<file path="src/rtl/pcs_pma_10g_drp_arb_pkg.sv">
// Shared types and constants for the PCS/PMA DRP arbiter slice.
// Latency: n/a (declarations only).
// Backpressure: n/a.
package pcs_pma_pkg;

    // Arbiter FSM states.
    typedef enum logic [1:0] {
        ST_IDLE   = 2'd0,
        ST_GRANT  = 2'd1,
        ST_ACCESS = 2'd2
    } arb_state_t;

    // Default DRP widths of the QPLL common block.
    localparam int DRP_ADDR_W = 16;
    localparam int DRP_DATA_W = 16;

    // Read data returned to a channel whose access was abandoned by the watchdog.
    localparam logic [DRP_DATA_W-1:0] DRP_TIMEOUT_DATA = '1;

endpackage

</file>
<file path="src/rtl/pcs_pma_10g_drp_arb_if.sv">
// Bundle of per-channel DRP master ports plus the shared QPLL common DRP port.
// Latency: n/a (wiring only).
// Backpressure: req/gnt handshake per channel; shared port completes on drp_drdy.
interface pcs_pma_10g_drp_arb_if #(
    parameter int NUM_CH = 4,
    parameter int ADDR_W = 16,
    parameter int DATA_W = 16
);
    // Channel side
    logic [NUM_CH-1:0]        ch_drp_req;
    logic [NUM_CH-1:0]        ch_drp_gnt;
    logic [NUM_CH-1:0]        ch_drp_den;
    logic [NUM_CH-1:0]        ch_drp_dwe;
    logic [NUM_CH*ADDR_W-1:0] ch_drp_daddr;
    logic [NUM_CH*DATA_W-1:0] ch_drp_di;
    logic [NUM_CH-1:0]        ch_drp_drdy;
    logic [DATA_W-1:0]        ch_drp_drpdo;
    // Shared port side
    logic                     drp_den;
    logic                     drp_dwe;
    logic [ADDR_W-1:0]        drp_daddr;
    logic [DATA_W-1:0]        drp_di;
    logic                     drp_drdy;
    logic [DATA_W-1:0]        drp_drpdo;

    // Arbiter view: drives grants, completions and the shared port.
    modport master (
        input  ch_drp_req, ch_drp_den, ch_drp_dwe, ch_drp_daddr, ch_drp_di,
        input  drp_drdy, drp_drpdo,
        output ch_drp_gnt, ch_drp_drdy, ch_drp_drpdo,
        output drp_den, drp_dwe, drp_daddr, drp_di
    );

    // Surrounding view: channels and the QPLL common DRP slave.
    modport slave (
        output ch_drp_req, ch_drp_den, ch_drp_dwe, ch_drp_daddr, ch_drp_di,
        output drp_drdy, drp_drpdo,
        input  ch_drp_gnt, ch_drp_drdy, ch_drp_drpdo,
        input  drp_den, drp_dwe, drp_daddr, drp_di
    );

endinterface

</file>
<file path="src/rtl/pcs_pma_10g_drp_arb_rr_pick.sv">
// Round-robin picker: first set request strictly after 'last', wrapping modulo NUM_CH.
// Latency: combinational.
// Backpressure: none; vld low when no request is set.
module pcs_pma_rr_pick #(
    parameter int NUM_CH = 4,
    parameter int IW     = $clog2(NUM_CH)
) (
    input  logic [NUM_CH-1:0] req,
    input  logic [IW-1:0]     last,
    output logic [NUM_CH-1:0] onehot,
    output logic [IW-1:0]     idx,
    output logic              vld
);

    logic [IW-1:0] cand;

    // Scan last+1 .. last+NUM_CH and keep the first requester found.
    always_comb begin
        onehot = '0;
        idx    = '0;
        vld    = 1'b0;
        cand   = '0;
        for (int i = 1; i <= NUM_CH; i++) begin
            cand = IW'((int'(last) + i) % NUM_CH);
            if (!vld && req[cand]) begin
                vld          = 1'b1;
                idx          = cand;
                onehot[cand] = 1'b1;
            end
        end
    end

endmodule

</file>
<file path="src/rtl/pcs_pma_10g_drp_arb.sv">
// N-channel DRP arbiter onto one QPLL common DRP port; optional watchdog via PCS_PMA_DRP_TIMEOUT_EN.
// Latency: req->gnt 1 cycle, den->drp_den 1 cycle, drp_drdy->ch_drp_drdy 1 cycle.
// Backpressure: grants gated on ready; one access in flight, grant held until it completes.
module pcs_pma_10g_drp_arb
    import pcs_pma_pkg::*;
#(
    parameter int NUM_CH  = 4,
    parameter int ADDR_W  = DRP_ADDR_W,
    parameter int DATA_W  = DRP_DATA_W,
    parameter int TIMEOUT = 255
) (
    input  logic                      coreclk,
    input  logic                      rst_n,
    input  logic                      ready,
    pcs_pma_10g_drp_arb_if.master     drp_if,
    output logic                      busy,
    output logic                      timeout_err,
    output logic [$clog2(NUM_CH)-1:0] err_ch
);

    localparam int IW = $clog2(NUM_CH);

    if (NUM_CH < 2 || NUM_CH > 16) begin : g_bad_num_ch
        $error("NUM_CH must be in 2..16");
    end
    if (TIMEOUT < 1 || TIMEOUT > 65535) begin : g_bad_timeout
        $error("TIMEOUT must be in 1..65535");
    end

    arb_state_t        state_q, state_d;
    logic [IW-1:0]     last_q, last_d;
    logic [IW-1:0]     gidx_q, gidx_d;
    logic [NUM_CH-1:0] gnt_q, gnt_d;
    logic              den_q, den_d;
    logic              dwe_q, dwe_d;
    logic [ADDR_W-1:0] daddr_q, daddr_d;
    logic [DATA_W-1:0] di_q, di_d;
    logic [NUM_CH-1:0] cdrdy_q, cdrdy_d;
    logic [DATA_W-1:0] cdo_q, cdo_d;

    logic [NUM_CH-1:0] pick_oh;
    logic [IW-1:0]     pick_idx;
    logic              pick_vld;

    logic [ADDR_W-1:0] ch_daddr [NUM_CH];
    logic [DATA_W-1:0] ch_di    [NUM_CH];

    for (genvar k = 0; k < NUM_CH; k++) begin : g_unpack
        assign ch_daddr[k] = drp_if.ch_drp_daddr[k*ADDR_W +: ADDR_W];
        assign ch_di[k]    = drp_if.ch_drp_di[k*DATA_W +: DATA_W];
    end

    pcs_pma_rr_pick #(.NUM_CH(NUM_CH), .IW(IW)) u_pick (
        .req    (drp_if.ch_drp_req),
        .last   (last_q),
        .onehot (pick_oh),
        .idx    (pick_idx),
        .vld    (pick_vld)
    );

`ifdef PCS_PMA_DRP_TIMEOUT_EN
    logic [15:0]   cnt_q, cnt_d;
    logic          terr_q, terr_d;
    logic [IW-1:0] errch_q, errch_d;
`endif

    // Next-state and next-output logic; grant is frozen while in ACCESS.
    always_comb begin
        state_d = state_q;
        last_d  = last_q;
        gidx_d  = gidx_q;
        gnt_d   = gnt_q;
        den_d   = 1'b0;
        dwe_d   = dwe_q;
        daddr_d = daddr_q;
        di_d    = di_q;
        cdrdy_d = '0;
        cdo_d   = cdo_q;
`ifdef PCS_PMA_DRP_TIMEOUT_EN
        cnt_d   = cnt_q;
        terr_d  = 1'b0;
        errch_d = errch_q;
`endif
        case (state_q)
            ST_IDLE: begin
                if (ready && pick_vld) begin
                    gnt_d   = pick_oh;
                    gidx_d  = pick_idx;
                    last_d  = pick_idx;
                    state_d = ST_GRANT;
                end
            end
            ST_GRANT: begin
                // Request drop or PLL loss beats a same-cycle den.
                if (!drp_if.ch_drp_req[gidx_q] || !ready) begin
                    gnt_d   = '0;
                    state_d = ST_IDLE;
                end else if (drp_if.ch_drp_den[gidx_q]) begin
                    dwe_d   = drp_if.ch_drp_dwe[gidx_q];
                    daddr_d = ch_daddr[gidx_q];
                    di_d    = ch_di[gidx_q];
                    den_d   = 1'b1;
                    state_d = ST_ACCESS;
`ifdef PCS_PMA_DRP_TIMEOUT_EN
                    cnt_d   = '0;
`endif
                end
            end
            ST_ACCESS: begin
                if (drp_if.drp_drdy) begin
                    cdrdy_d = gnt_q;
                    cdo_d   = drp_if.drp_drpdo;
                    state_d = ST_GRANT;
                end
`ifdef PCS_PMA_DRP_TIMEOUT_EN
                else if (cnt_q == 16'(TIMEOUT - 1)) begin
                    cdrdy_d = gnt_q;
                    cdo_d   = '1;
                    terr_d  = 1'b1;
                    errch_d = gidx_q;
                    state_d = ST_GRANT;
                end else begin
                    cnt_d = cnt_q + 16'd1;
                end
`endif
            end
            default: begin
                gnt_d   = '0;
                state_d = ST_IDLE;
            end
        endcase
    end

    // State and registered outputs.
    always_ff @(posedge coreclk or negedge rst_n) begin
        if (!rst_n) begin
            state_q <= ST_IDLE;
            last_q  <= IW'(NUM_CH - 1);
            gidx_q  <= '0;
            gnt_q   <= '0;
            den_q   <= 1'b0;
            dwe_q   <= 1'b0;
            daddr_q <= '0;
            di_q    <= '0;
            cdrdy_q <= '0;
            cdo_q   <= '0;
`ifdef PCS_PMA_DRP_TIMEOUT_EN
            cnt_q   <= '0;
            terr_q  <= 1'b0;
            errch_q <= '0;
`endif
        end else begin
            state_q <= state_d;
            last_q  <= last_d;
            gidx_q  <= gidx_d;
            gnt_q   <= gnt_d;
            den_q   <= den_d;
            dwe_q   <= dwe_d;
            daddr_q <= daddr_d;
            di_q    <= di_d;
            cdrdy_q <= cdrdy_d;
            cdo_q   <= cdo_d;
`ifdef PCS_PMA_DRP_TIMEOUT_EN
            cnt_q   <= cnt_d;
            terr_q  <= terr_d;
            errch_q <= errch_d;
`endif
        end
    end

    assign drp_if.ch_drp_gnt   = gnt_q;
    assign drp_if.ch_drp_drdy  = cdrdy_q;
    assign drp_if.ch_drp_drpdo = cdo_q;
    assign drp_if.drp_den      = den_q;
    assign drp_if.drp_dwe      = dwe_q;
    assign drp_if.drp_daddr    = daddr_q;
    assign drp_if.drp_di       = di_q;
    assign busy                = (state_q != ST_IDLE);

`ifdef PCS_PMA_DRP_TIMEOUT_EN
    assign timeout_err = terr_q;
    assign err_ch      = errch_q;
`else
    assign timeout_err = 1'b0;
    assign err_ch      = '0;
`endif

endmodule
</file>
<file path="src/flat_wrapper.sv">
// flat-port wrapper written by rule: the top's interface ports become plain ports
module pcs_pma_10g_drp_arb_flat import pcs_pma_pkg::*;
#(
    parameter int NUM_CH  = 4,
    parameter int ADDR_W  = DRP_ADDR_W,
    parameter int DATA_W  = DRP_DATA_W,
    parameter int TIMEOUT = 255
)
  (coreclk, rst_n, ready, busy, timeout_err, err_ch, drp_if_ch_drp_req, drp_if_ch_drp_den, drp_if_ch_drp_dwe, drp_if_ch_drp_daddr, drp_if_ch_drp_di, drp_if_drp_drdy, drp_if_drp_drpdo, drp_if_ch_drp_gnt, drp_if_ch_drp_drdy, drp_if_ch_drp_drpdo, drp_if_drp_den, drp_if_drp_dwe, drp_if_drp_daddr, drp_if_drp_di);
  pcs_pma_10g_drp_arb_if #(.NUM_CH(NUM_CH), .ADDR_W(ADDR_W), .DATA_W(DATA_W)) drp_if_i ();
  input  logic coreclk;
  input  logic rst_n;
  input  logic ready;
  output logic busy;
  output logic timeout_err;
  output logic [$clog2(NUM_CH)-1:0] err_ch;
  input wire logic [$bits(drp_if_i.ch_drp_req)-1:0] drp_if_ch_drp_req;
  input wire logic [$bits(drp_if_i.ch_drp_den)-1:0] drp_if_ch_drp_den;
  input wire logic [$bits(drp_if_i.ch_drp_dwe)-1:0] drp_if_ch_drp_dwe;
  input wire logic [$bits(drp_if_i.ch_drp_daddr)-1:0] drp_if_ch_drp_daddr;
  input wire logic [$bits(drp_if_i.ch_drp_di)-1:0] drp_if_ch_drp_di;
  input wire logic [$bits(drp_if_i.drp_drdy)-1:0] drp_if_drp_drdy;
  input wire logic [$bits(drp_if_i.drp_drpdo)-1:0] drp_if_drp_drpdo;
  output wire logic [$bits(drp_if_i.ch_drp_gnt)-1:0] drp_if_ch_drp_gnt;
  output wire logic [$bits(drp_if_i.ch_drp_drdy)-1:0] drp_if_ch_drp_drdy;
  output wire logic [$bits(drp_if_i.ch_drp_drpdo)-1:0] drp_if_ch_drp_drpdo;
  output wire logic [$bits(drp_if_i.drp_den)-1:0] drp_if_drp_den;
  output wire logic [$bits(drp_if_i.drp_dwe)-1:0] drp_if_drp_dwe;
  output wire logic [$bits(drp_if_i.drp_daddr)-1:0] drp_if_drp_daddr;
  output wire logic [$bits(drp_if_i.drp_di)-1:0] drp_if_drp_di;
  assign drp_if_i.ch_drp_req = drp_if_ch_drp_req;
  assign drp_if_i.ch_drp_den = drp_if_ch_drp_den;
  assign drp_if_i.ch_drp_dwe = drp_if_ch_drp_dwe;
  assign drp_if_i.ch_drp_daddr = drp_if_ch_drp_daddr;
  assign drp_if_i.ch_drp_di = drp_if_ch_drp_di;
  assign drp_if_i.drp_drdy = drp_if_drp_drdy;
  assign drp_if_i.drp_drpdo = drp_if_drp_drpdo;
  assign drp_if_ch_drp_gnt = drp_if_i.ch_drp_gnt;
  assign drp_if_ch_drp_drdy = drp_if_i.ch_drp_drdy;
  assign drp_if_ch_drp_drpdo = drp_if_i.ch_drp_drpdo;
  assign drp_if_drp_den = drp_if_i.drp_den;
  assign drp_if_drp_dwe = drp_if_i.drp_dwe;
  assign drp_if_drp_daddr = drp_if_i.drp_daddr;
  assign drp_if_drp_di = drp_if_i.drp_di;
  pcs_pma_10g_drp_arb #(.NUM_CH(NUM_CH), .ADDR_W(ADDR_W), .DATA_W(DATA_W), .TIMEOUT(TIMEOUT)) u_core (.coreclk(coreclk), .rst_n(rst_n), .ready(ready), .drp_if(drp_if_i), .busy(busy), .timeout_err(timeout_err), .err_ch(err_ch));
endmodule
</file>
<file path="config.mk">
export PLATFORM = sky130hd
export DESIGN_NAME = pcs_pma_10g_drp_arb_flat
export DESIGN_NICKNAME = d
export VERILOG_FILES = /design/src/rtl/pcs_pma_10g_drp_arb_pkg.sv /design/src/rtl/pcs_pma_10g_drp_arb_if.sv /design/src/rtl/pcs_pma_10g_drp_arb_rr_pick.sv /design/src/rtl/pcs_pma_10g_drp_arb.sv /design/src/flat_wrapper.sv
export SDC_FILE = /design/constraint.sdc
export NUM_CORES = 1
export LEC_CHECK = 0
export ABC_CLOCK_PERIOD_IN_PS = 3000
export CAP_MARGIN = 40
export CORE_MARGIN = 10
export CORE_UTILIZATION = 39
export DETAILED_ROUTE_END_ITERATION = 8
export PLACE_DENSITY = 0.8
export RECOVER_POWER = 100
export SLEW_MARGIN = 25
export SYNTH_ARGS = -nofsm -noshare
export SYNTH_HDL_FRONTEND = slang
export SYNTH_SLANG_ARGS = --single-unit
</file>
<file path="constraint.sdc">
create_clock -name coreclk -period 3 [get_ports coreclk]
set_clock_uncertainty 0.2 [all_clocks]
set_input_delay 0.6 -clock coreclk [delete_from_list [all_inputs] [get_ports coreclk]]
set_output_delay 0.6 -clock coreclk [all_outputs]
set_load 0.05 [all_outputs]
</file>
==> run_results.csv, run 1 <==
group,metric,value,unit
run_status,status,"complete, but fails checks",
run_status,violations,"max-capacitance violations, max-slew violations",
routing,drt_iter0_markers,156,
timing,period_needed,2.80,ns
routing,drt_wl_total,13400,um
yosys,synth_top_area_share,40.3,%
pwr,peakVddDrop,415,uV
worst_hold_path,min_delay_path_depth,1,
job,max_cap_violations,1,
cts,cts-resized-gates,0,
yosys,yosys.area.top_type,"dfrtp_1",
global_routing,grt_pass1_vias,3477,
finish,syn_to_final_growth,61.9,%
cts,h-tree-depth,3,
pwr,power.total,6.04,mW
routing,ant_nets,0,
finish,regArea,1610,um2
routing,dr.pass1.iters,5,
cts,clk_path_buf_depth,2,
global_routing,grt_max_degree,65,
cts,post_cts_buffers,0,
critical_path,cp-start-kind,"input port",
global_routing,grt_pass1_wl,20500,um
cts,clk_pin_slew,0.08,ns
floorplanning,io_pins,222,
routing,post-route-drc-count,0,
timing,setup-violations-final,0,
yosys,syn_area,3850,um2
placement,io_buffers,218,
placement,gp_congestion,0.792,
yosys,synthTopCellsByCount,"dfrtp_1 (62), mux4_2 (35), mux2_4 (28), mux2_1 (23), nand2_1 (13)",
yosys,synth.avg_cell_area,14.6,um2
global_routing,grt_overflow_total,0,
placement,place_area,6160,um2
yosys,synth-async-reset-ratio,100,%
critical_path,crit_type,"in -> reg",
timing,min_period_over_period,93.2,%
finish,multi_input_area,1990,um2
finish,fin_area,6240,um2
finish,fillers,791,
timing,hold_viol_final,0,
yosys,yosys_most_used_dff,"dfrtp_1",
yosys,synth_cell_types,43,
routing,viasPerCell,5.08,
timing,slew_violations,65,
cts,cts_sinks,64,
yosys,syn_inst,264,
finish,drive_gt1_share,15.2,%
cts,numCtsBuffers,9,
global_routing,antenna_found_initial,1,
yosys,ys_seq_elements,64,
cts,cts_tree,"done",
critical_path,arrival,2.80,ns
routing,vias,3152,
critical_path,crit_required,3.00,ns
yosys,ys_top_cells_by_area,"dfrtp_1 (40%), mux4_2 (20%), mux2_4 (11%), mux2_1 (6.7%), ha_1 (2.6%)",
yosys,ys.warnings.count,0,
timing,fmaxAchievable,358,MHz
yosys,ys_seq_area_share,41.7,%
pwr,power_density,968,nW/um2
timing,tightest_slew,1.59,ns
floorplanning,rows,36,
floorplanning,die_y,119,um
global_routing,grtUsageTotal,18.4,%
placement,dp_hpwl,11200,um
cts,clk_latency,0.33,ns
critical_path,crit_path_max_fanout,35,
floorplanning,initial_core_util,39.8,%
critical_path,ff2ff_path_depth,6,
finish,finish.net_count,650,
floorplanning,die_x,119,um
floorplanning,die_area,14200,um2
cts,cts-hold-fix-buffers,0,
yosys,synth_edf_count,0,
timing,setup-tns-final,0,ns
routing,drt-wirelength-per-cell,21.6,um
yosys,yosysMostFrequentCell,"dfrtp_1",
timing,slew_headroom,-5.76,%
worst_hold_path,hold_class,"reg -> reg",
critical_path,worstSetupEndpointType,"flop",
cts,ctsRootBufferMaster,"clkbuf_8",
pwr,p_leak,2.61,nW
critical_path,reg2reg_slack,0.37,ns
timing,rsz0062_at_grt,"false",
floorplanning,core-area,9680,um2
==> layout make-up <==
type,instances,share of cell area [%]
Multi-Input combinational cell,174,31.8
Antenna cell,1,0.0401
Sequential cell,64,25.8
Clock buffer,10,2.21
Inverter,4,0.241
Tap cell,133,2.67
Timing Repair Buffer,229,36.1
Clock inverter,6,1.10
==> critical path, cell delays in order <==
cell and delay, ns:
dlygate4sd3_1 0.57, mux2i_1 0.08, mux2_2 0.29, or3_2 0.46
clkbuf_4 0.36, mux2_1 0.41
==> per-stage QoR <==
| stage | util, % | setup slack, ns | std cells | hold slack (ns) |
|---|---|---|---|---|
| 6_report | 64.4 | 0.204 | 621 | 0.283 |
| 5_1_grt | 64.4 | 0.115 | 621 | 0.306 |
| 4_1_cts | 65.8 | 0.377 | 620 | 0.0825 |
| 3_5_place_dp | 63.6 | 0.0885 | 604 | 0.274 |
| 3_3_place_gp | 63.6 | 0.148 | 604 | 0.267 |
| 2_1_floorplan | - | 0.423 | 266 | 0.104 |
==> layout by cell type (no fill, tap or decap), types with 2 or more instances in the layout <==
cell type and count:
a21oi_1 5, a221o_1 4, and2_1 3, and3_1 4, buf_4 8, clkbuf_8 10
clkdlybuf4s50_1 156, clkinvlp_4 4, conb_1 3, dfrtp_1 60, dfrtp_2 2, dfstp_2 2
dlygate4sd3_1 61, ha_1 8, inv_1 2, inv_2 2, mux2_1 51, mux2_2 3
mux2i_1 4, mux4_2 35, nand2_1 13, nand2b_1 4, nor2_1 5, nor3_1 4
nor3b_1 2, o21a_1 2, o21ai_0 3, o221a_1 4
==> flip-flops by register name, summed over array words and instances (netlist names) <==
name,count
u_core.drp_if.drp_di,16
u_core.drp_if.drp_daddr,16
u_core.drp_if.ch_drp_drdy,4
u_core.last_q,2
u_core.drp_if.drp_den,1
u_core.state_q,2
u_core.drp_if.ch_drp_drpdo,16
u_core.gidx_q,2
u_core.drp_if.ch_drp_gnt,4
u_core.drp_if.drp_dwe,1
==> routing by layer <==
layer | up-vias | part of all wire, % | GRT usage, %
li1 | 1445 | - | -
met1 | 1568 | 38 | 21.0
met2 | 120 | 55 | 33.5
met3 | 19 | 4.7 | 3.26
met4 | 0 | 2.2 | 7.09
met5 | - | 0 | 0
==> logic make-up after synthesis <==
family	synth area share (%)
XOR/XNOR	0.227
buffers and inverters	4.29
other	0.0974
multiplexers	40.4
flip-flops	41.7
AO/OA/AOI/OAI	4.97
AND/OR/NAND/NOR	5.78
adder cells (fa/ha/maj)	2.60
==> path summary, 6_finish.rpt <==
kind,from,to
max,drp_if_ch_drp_req[2],u_core.drp_if.drp_di[2]$_DFFE_PN0P_
min,u_core.drp_if.ch_drp_drpdo[11]$_DFFE_PN0P_,u_core.drp_if.ch_drp_drpdo[11]$_DFFE_PN0P_
max reg2reg,u_core.last_q[1]$_DFFE_PN1P_,u_core.drp_if.ch_drp_gnt[2]$_DFFE_PN0P_
max in group asynchronous,rst_n,u_core.gidx_q[0]$_DFFE_PN0P_
min reg2reg,u_core.drp_if.ch_drp_drpdo[11]$_DFFE_PN0P_,u_core.drp_if.ch_drp_drpdo[11]$_DFFE_PN0P_
min in group asynchronous,rst_n,u_core.drp_if.drp_di[4]$_DFFE_PN0P_
==> power by group <==
group	total (mW)	internal (mW)	switching, mW
combinational	3.75	1.50	2.25
clock	0.744	0.407	0.337
sequential	1.54	1.26	0.284
total	6.04	3.17	2.87
(Power assumes the default switching activity.)
==> run 2, diff against run 1 <==
Settings changed: SLEW_MARGIN 25 to unset.
==> results of run 2 <==
No change in the layout: final DEF, timing and power equal those of run 1.
==> run 3, diff against run 2 <==
Settings changed: TNS_END_PERCENT set to 5.
==> results of run 3 <==
No change in the layout: final DEF, timing and power equal those of run 1.
